==> config.mk <==
export PLATFORM = sky130hd
export DESIGN_NAME = demux16_router
export DESIGN_NICKNAME = d
export VERILOG_FILES = /design/src/rtl/demux16_router_pkg.sv /design/src/rtl/demux16_router_slot.sv /design/src/rtl/demux16_router.sv
export SDC_FILE = /design/constraint.sdc
export NUM_CORES = 1
export LEC_CHECK = 0
export CAP_MARGIN = 30
export CELL_PAD_IN_SITES_DETAIL_PLACEMENT = 1
export CELL_PAD_IN_SITES_GLOBAL_PLACEMENT = 2
export CORE_MARGIN = 2
export CORE_UTILIZATION = 24
export CTS_CLUSTER_DIAMETER = 60
export DETAILED_ROUTE_END_ITERATION = 10
export PLACE_DENSITY_LB_ADDON = 0.1
export SLEW_MARGIN = 20
export SYNTH_ARGS = -nofsm -noshare
export SYNTH_HDL_FRONTEND = slang
export SYNTH_SLANG_ARGS = --single-unit
==> constraint.sdc <==
create_clock -name clk -period 2.5 [get_ports clk]
set_clock_uncertainty 0.05 [all_clocks]
set_input_delay 0.625 -clock clk [delete_from_list [all_inputs] [get_ports clk]]
set_output_delay 0.625 -clock clk [all_outputs]
set_load 0.01 [all_outputs]
==> src/rtl/demux16_router_pkg.sv <==
// sisc_defs: shared widths and slot state encoding for the demux16 router
package sisc_defs;
    localparam int WIDTH_D = 16;
    localparam int NCH_D   = 4;
    localparam int SELW_D  = 2;
    typedef enum logic {
        EMPTY = 1'b0,
        FULL  = 1'b1
    } slot_state_e;
endpackage

==> src/rtl/demux16_router_slot.sv <==
// demux16_slot: one-entry holding buffer with valid/ack handshake
import sisc_defs::*;
module demux16_slot #(
    parameter int WIDTH = WIDTH_D
) (
    input  logic             clk,
    input  logic             rst,
    input  logic             load,
    input  logic             ack,
    input  logic [WIDTH-1:0] d,
    output logic [WIDTH-1:0] q,
    output logic             valid
);
    slot_state_e      state_q, state_d;
    logic [WIDTH-1:0] data_q, data_d;
    // load wins over ack so an acked slot can be refilled in the same cycle
    always_comb begin
        state_d = load ? FULL : (ack ? EMPTY : state_q);
        data_d  = load ? d : data_q;
    end
    always_ff @(posedge clk) begin
        if (rst) begin
            state_q <= EMPTY;
            data_q  <= '0;
        end else begin
            state_q <= state_d;
            data_q  <= data_d;
        end
    end
    assign q     = data_q;
    assign valid = (state_q == FULL);
endmodule

==> src/rtl/demux16_router.sv <==
// demux16_router: steers one producer word into one of NCH handshaked holding slots
import sisc_defs::*;
module demux16_router #(
    parameter int WIDTH = WIDTH_D,
    parameter int NCH   = NCH_D,
    parameter int SELW  = SELW_D
) (
    input  logic               clk,
    input  logic               rst,
    input  logic [WIDTH-1:0]   in_data,
    input  logic [SELW-1:0]    in_sel,
    input  logic               in_valid,
    output logic               in_ready,
    output logic [NCH*WIDTH-1:0] out_data,
    output logic [NCH-1:0]     out_valid,
    input  logic [NCH-1:0]     out_ack,
    output logic [15:0]        accept_cnt
);
    logic           accept;
    logic [NCH-1:0] load;
    logic [15:0]    accept_cnt_q, accept_cnt_d;
    always_comb begin
        in_ready     = !out_valid[in_sel] || out_ack[in_sel];
        accept       = in_valid && in_ready;
        load         = {{(NCH-1){1'b0}}, accept} << in_sel;
        accept_cnt_d = accept_cnt_q + 16'(accept);
    end
    always_ff @(posedge clk) begin
        if (rst) accept_cnt_q <= '0;
        else     accept_cnt_q <= accept_cnt_d;
    end
    assign accept_cnt = accept_cnt_q;
    for (genvar k = 0; k < NCH; k++) begin : g_slot
        demux16_slot #(.WIDTH(WIDTH)) u_slot (
            .clk   (clk),
            .rst   (rst),
            .load  (load[k]),
            .ack   (out_ack[k]),
            .d     (in_data),
            .q     (out_data[k*WIDTH +: WIDTH]),
            .valid (out_valid[k])
        );
    end
endmodule

**Word level (Yosys, flattened, before mapping)**

Index checks and enable logic that the tools add are counted.
W data, S select, Z words.

- Bits in latches: 0
- Register bits: 84
- RAM bits: 0
- Bits in read-only memories: 0
- Input port bits: 25
- Memories kept: 0

- Mux-type cells: 12
- Shift operators: 1
- Add/sub/neg operators: 1
- Bitwise gates (word level): 0
- Order comparisons: 1
- Reductions and logical operators: 7
- Div/mod/pow operators: 0
- Multiply operators: 0
- Equality and inequality tests: 0

Operators by type and width:

| operator | count |
|---|---|
| $add A16 B1 Y16 | 1 |
| $mux W1 | 10 |
| $reduce_bool A2 Y1 | 4 |
| $bmux W1 S2 | 2 |
| $shl A1 B2 Y4 | 1 |
| $lt A2 B3 Y1 const B | 1 |
| $logic_and A1 B1 Y1 | 1 |
| $logic_not A1 Y1 | 1 |
| $logic_or A1 B1 Y1 | 1 |

**Longest topological paths before layout**

- Depth in word-level cells: 7
- Mapped depth: 9
- Mapped depth without buffers: 8

**Hierarchy**

A second synthesis with hierarchy kept.

- Cells, all modules: 319
- Area, all modules: 3337.0 sq um

By module, submodules not included:

| module | area an instance (sq um) | times used | cells an instance |
|---|---|---|---|
| demux16_slot | 616.8 | 4 | 56 |
| demux16_router | 869.6 | 1 | 95 |

**Worst setup path before layout**

OpenSTA, ideal clock, no wires.

- Path kind: input port to flip-flop
- From: input out_ack[3]
- To: register accept_cnt_q[15], in the netlist accept_cnt[15]
- Data arrival time: 2.541 ns
- Library setup time: 0.123 ns
- Stages on the path: 9
- Path slack: -0.215 ns
- Cells stage by stage: nand2b_1 -> clkbuf_1 -> mux4_2 -> and2_1 -> ha_1 -> nand3_1 -> clkbuf_1 -> nor4_1 -> mux2_1

- Cells in the longest elaborated chain, start to end: 5

RTL lines:

| item | RTL line | source |
|---|---|---|
| from (decl) | demux16_router.sv:16 | `input logic [NCH-1:0] out_ack,` |
| $bmux W1 S2 | demux16_router.sv:23 | `in_ready = !out_valid[in_sel] \|\| out_ack[in_sel];` |
| $mux W1 (implied by the code) | demux16_router.sv:23 |  |
| $logic_or A1 B1 Y1 | demux16_router.sv:23 |  |
| net in_ready | demux16_router.sv:13 | `output logic in_ready,` |
| $logic_and A1 B1 Y1 | demux16_router.sv:24 | `accept = in_valid && in_ready;` |
| $add A16 B1 Y16 | demux16_router.sv:26 | `accept_cnt_d = accept_cnt_q + 16'(accept);` |
| to (signal assigned) | demux16_router.sv:30 | `else accept_cnt_q <= accept_cnt_d;` |
| to (decl) | demux16_router.sv:21 | `logic [15:0] accept_cnt_q, accept_cnt_d;` |

The timed path passes the listed nets, and every way through them passes these cells. The select of a mux whose other input is x is not followed.
A chain may end at the register's enable or synchronous reset.

**Final worst setup path**

- From: input out_ack[2]
- To: output in_ready

- Cells in the longest elaborated chain, start to end: 3

RTL lines:

| item | RTL line |
|---|---|
| $bmux W1 S2 | demux16_router.sv:23 |
| $mux W1 (implied by the code) | demux16_router.sv:23 |
| $logic_or A1 B1 Y1 | demux16_router.sv:23 |
| to (decl) | demux16_router.sv:13 |

Every way passes these cells. The select of a mux whose other input is x is not followed.

==> results.md <==
- DPL Wire Length: 8930 um
- Cell Int Power: 0.00233 W
- Synthesized flop and latch total: 84
- Kind of end point of the critical path: primary output
- Period utilization: 0.976
- CP Max Fanout: 2
- Type of the tightest min-delay check: reg2reg
- Final setup vio count: 0
- Comb power frac: 0.106
- Num ports: 110
- Via count of the first global-routing pass: 3508
- Largest net degree at the start of global routing: 52
- Layout net count: 532
- Synth warnings: 0
- Via count normalized by instance count: 4.91
- Die Span X: 123 um
- Core Rows: 43
- Sort of element at the start of the critical path: input port
- Primary flip-flop cell chosen by synthesis mapping: sky130_fd_sc_hd__dfxtp_1
- Number of enable flip-flop cells after synthesis: 0
- DRC: 0
- Synthesized net count: 427
- Data arrival time of the critical path: 1770 ps
- Number of clock sinks seen by CTS: 84
- Library cells used by synthesis: 35
- Cell Pwr Density: 597 nW/um^2
- Routed wirelength normalized by instance count: 18.3 um
- Die H: 123 um
- Required time at the worst-slack endpoint: 1820 ps
- Starting utilization of the core area: 0.246
- Share of cells above drive strength 1: 0.108
- Switching pwr: 0.000708 W
- IO Port Bufs: 109
- TNS Setup: 0 ps
- Post-route minimum period: 2440 ps
- Number of instances in the synthesized netlist: 400
- Unrepaired setup endpoints after global routing: false
- TritonCTS clock tree: built
- Antenna violations before repair: 0
- Num CTS Buffers: 9
- Share of synthesized area occupied by flip-flops and latches: 0.492
- Transition time at the pin with the least slew margin: 613 ps
- Max-Cap Viols: 0
- Total number of vias: 3383
- Max-Slew Margin vs Limit: 0.590
- Worst-Skew Late Latency: 330 ps
- Antenna diode count: 0
- Length of the first detailed-routing pass in iterations: 4
- Cell at the root of the clock tree: sky130_fd_sc_hd__clkbuf_16
- H-Tree Level Count: 3
- Post-Layout Cell Count: 689
- Initial DRC count: 86
- Final Hold Viols: 0
- Total Routed Length: 12600 um
- Maximum clock rate: 410 MHz
- Max-slew violation count: 0
- Average instance area after synthesis: 8.55 um^2
- Final weighted congestion of routability-driven global placement: 0.736
- Global-route usage over all layers: 0.173
- Number of buffers inserted for hold repair after clock tree synthesis: 0
- Min Hold Slack: 430 ps
- Area growth from synthesis to final layout: 48.8%
- Area of the mapped netlist: 3420 um^2
- Setup CP Type: in2out
- Grt ovf: 0
- Share of synthesized flip-flops with an asynchronous set or reset: 0
- Leakage power total: 1.74 nW
- Proportion of power drawn by flip-flops and latches: 0.463
- Area enclosed by the die boundary: 15200 um^2
- Net Sw Frac: 0.233
- Clk pin slew, worst setup/hold paths: 60 ps
- Final ANT Viol Nets: 0
- Max Root-Sink Buffers: 2
- Clk pwr share: 0.431
- Wire length of the first global-routing pass: 19700 um
- Number of placed cells counting well taps: 673
- Placeable core region: 13900 um^2
- Run status: finished clean
- Final Core Density: 0.366
- Worst ir drop on vdd: 0.421 mV
==> worst max-delay path, cell delays in order <==
cell	delay, ps
sky130_fd_sc_hd__dlygate4sd2_1	250
sky130_fd_sc_hd__nand2b_4	150
sky130_fd_sc_hd__mux4_2	470
sky130_fd_sc_hd__buf_6	130
sky130_fd_sc_hd__buf_2	130
==> per-layer routing <==
| metal | part of all wire | wire length (um) | global-route usage | vias up |
|---|---|---|---|---|
| met5 | 0 | 0 | 0 | - |
| met3 | 0.057 | 724 | 0.0567 | 9 |
| met2 | 0.50 | 6260 | 0.294 | 75 |
| li1 | - | - | - | 1638 |
| met1 | 0.43 | 5420 | 0.209 | 1661 |
| met4 | 0.016 | 197 | 0.0447 | 0 |
==> power groups by stage <==
stage               sequential [W]  clock [W]  combinational, W
finish                     0.00140    0.00131          0.000322
global route               0.00141    0.00141          0.000351
floorplan                  0.00145          0          0.000122
CTS                        0.00141    0.00137          0.000328
detailed placement         0.00143          0          0.000329
global placement           0.00143          0          0.000324
==> cell usage in the layout (no fill, tap or decap), types with 4 or more instances in the layout <==
cell type / count
sky130_fd_sc_hd__nand3_1: 68
sky130_fd_sc_hd__a21oi_1: 75
sky130_fd_sc_hd__nor2b_1: 10
sky130_fd_sc_hd__o21ai_1: 9
sky130_fd_sc_hd__or4_1: 4
sky130_fd_sc_hd__clkbuf_16: 9
sky130_fd_sc_hd__o21ai_0: 58
sky130_fd_sc_hd__nand2b_4: 4
sky130_fd_sc_hd__nor2_1: 7
sky130_fd_sc_hd__clkdlybuf4s50_1: 101
sky130_fd_sc_hd__dlygate4sd2_1: 5
sky130_fd_sc_hd__buf_4: 23
sky130_fd_sc_hd__dfxtp_1: 84
sky130_fd_sc_hd__nand2_1: 4
sky130_fd_sc_hd__o31ai_1: 4
sky130_fd_sc_hd__mux2_1: 4
==> logic make-up (layout without fill, tap and decap cells) <==
logic type | Yosys count | count (layout) | share of synthesized area
AO/OA/AOI/OAI | 146 | 146 | 0.217
AND/OR/NAND/NOR | 117 | 117 | 0.196
flip-flops | 84 | 84 | 0.492
buffers and inverters | 43 | 152 | 0.0604
multiplexers | 5 | 5 | 0.0198
XOR/XNOR | 3 | 3 | 0.00769
adder cells (fa/ha/maj) | 2 | 2 | 0.00732
==> state kept, by name, summed over array words and instances (netlist names) <==
| register | count |
|---|---|
| g_slot.u_slot.q | 64 |
| g_slot.u_slot.valid | 4 |
| accept_cnt | 16 |
==> synth_stat cells, drive strengths merged (3+ instances only) <==
cell | instances | area, um^2
nand2 | 5 | 18.8
dfxtp | 84 | 1680
nand3 | 69 | 345
nor2b | 10 | 62.6
or4 | 4 | 30.0
nand4 | 3 | 40.0
o31ai | 4 | 30.0
buf | 15 | 97.6
o21ai | 67 | 335
clkbuf | 26 | 101
nor2 | 7 | 26.3
nand2b | 4 | 25.0
mux2 | 4 | 45.0
nor4 | 4 | 37.5
a21oi | 75 | 375
or3 | 3 | 18.8
==> worst paths after layout <==
path	cells after the start	endpoint	slack, ps	startpoint
worst min register to register	2	g_slot[1].u_slot.q[10]	430	g_slot[1].u_slot.q[10]
worst max register to register	8	accept_cnt[12]	360	g_slot[1].u_slot.valid
worst max-delay path	5	in_ready	60	out_ack[2]
worst min-delay path	2	g_slot[1].u_slot.q[10]	430	g_slot[1].u_slot.q[10]
==> timing repair <==
item,CTS,global route
resized for setup,11,2
endpoints found under the setup margin,14,4
setup buffers,1,0
==> area by class of cell <==
class,instances,area (um^2)
fill,1614,8790
sequential,84,1680
multi-input combinational,273,1600
timing repair buffer,135,1280
clock buffer,13,250
tap,180,225
clock inverter,2,35.0
inverter,2,7.51
==> per-stage QoR <==
stage / total power (W) / instance area, um^2 / setup slack, ps
after floorplan: 0.00157 / 3520 / -10.4
after global placement: 0.00176 / 4740 / -566
after detailed placement: 0.00176 / 4780 / -575
after CTS: 0.00310 / 5070 / 41.2
after global routing: 0.00317 / 5090 / 18.1
final: 0.00304 / 5090 / 59.1
(Power assumes the default switching activity.)
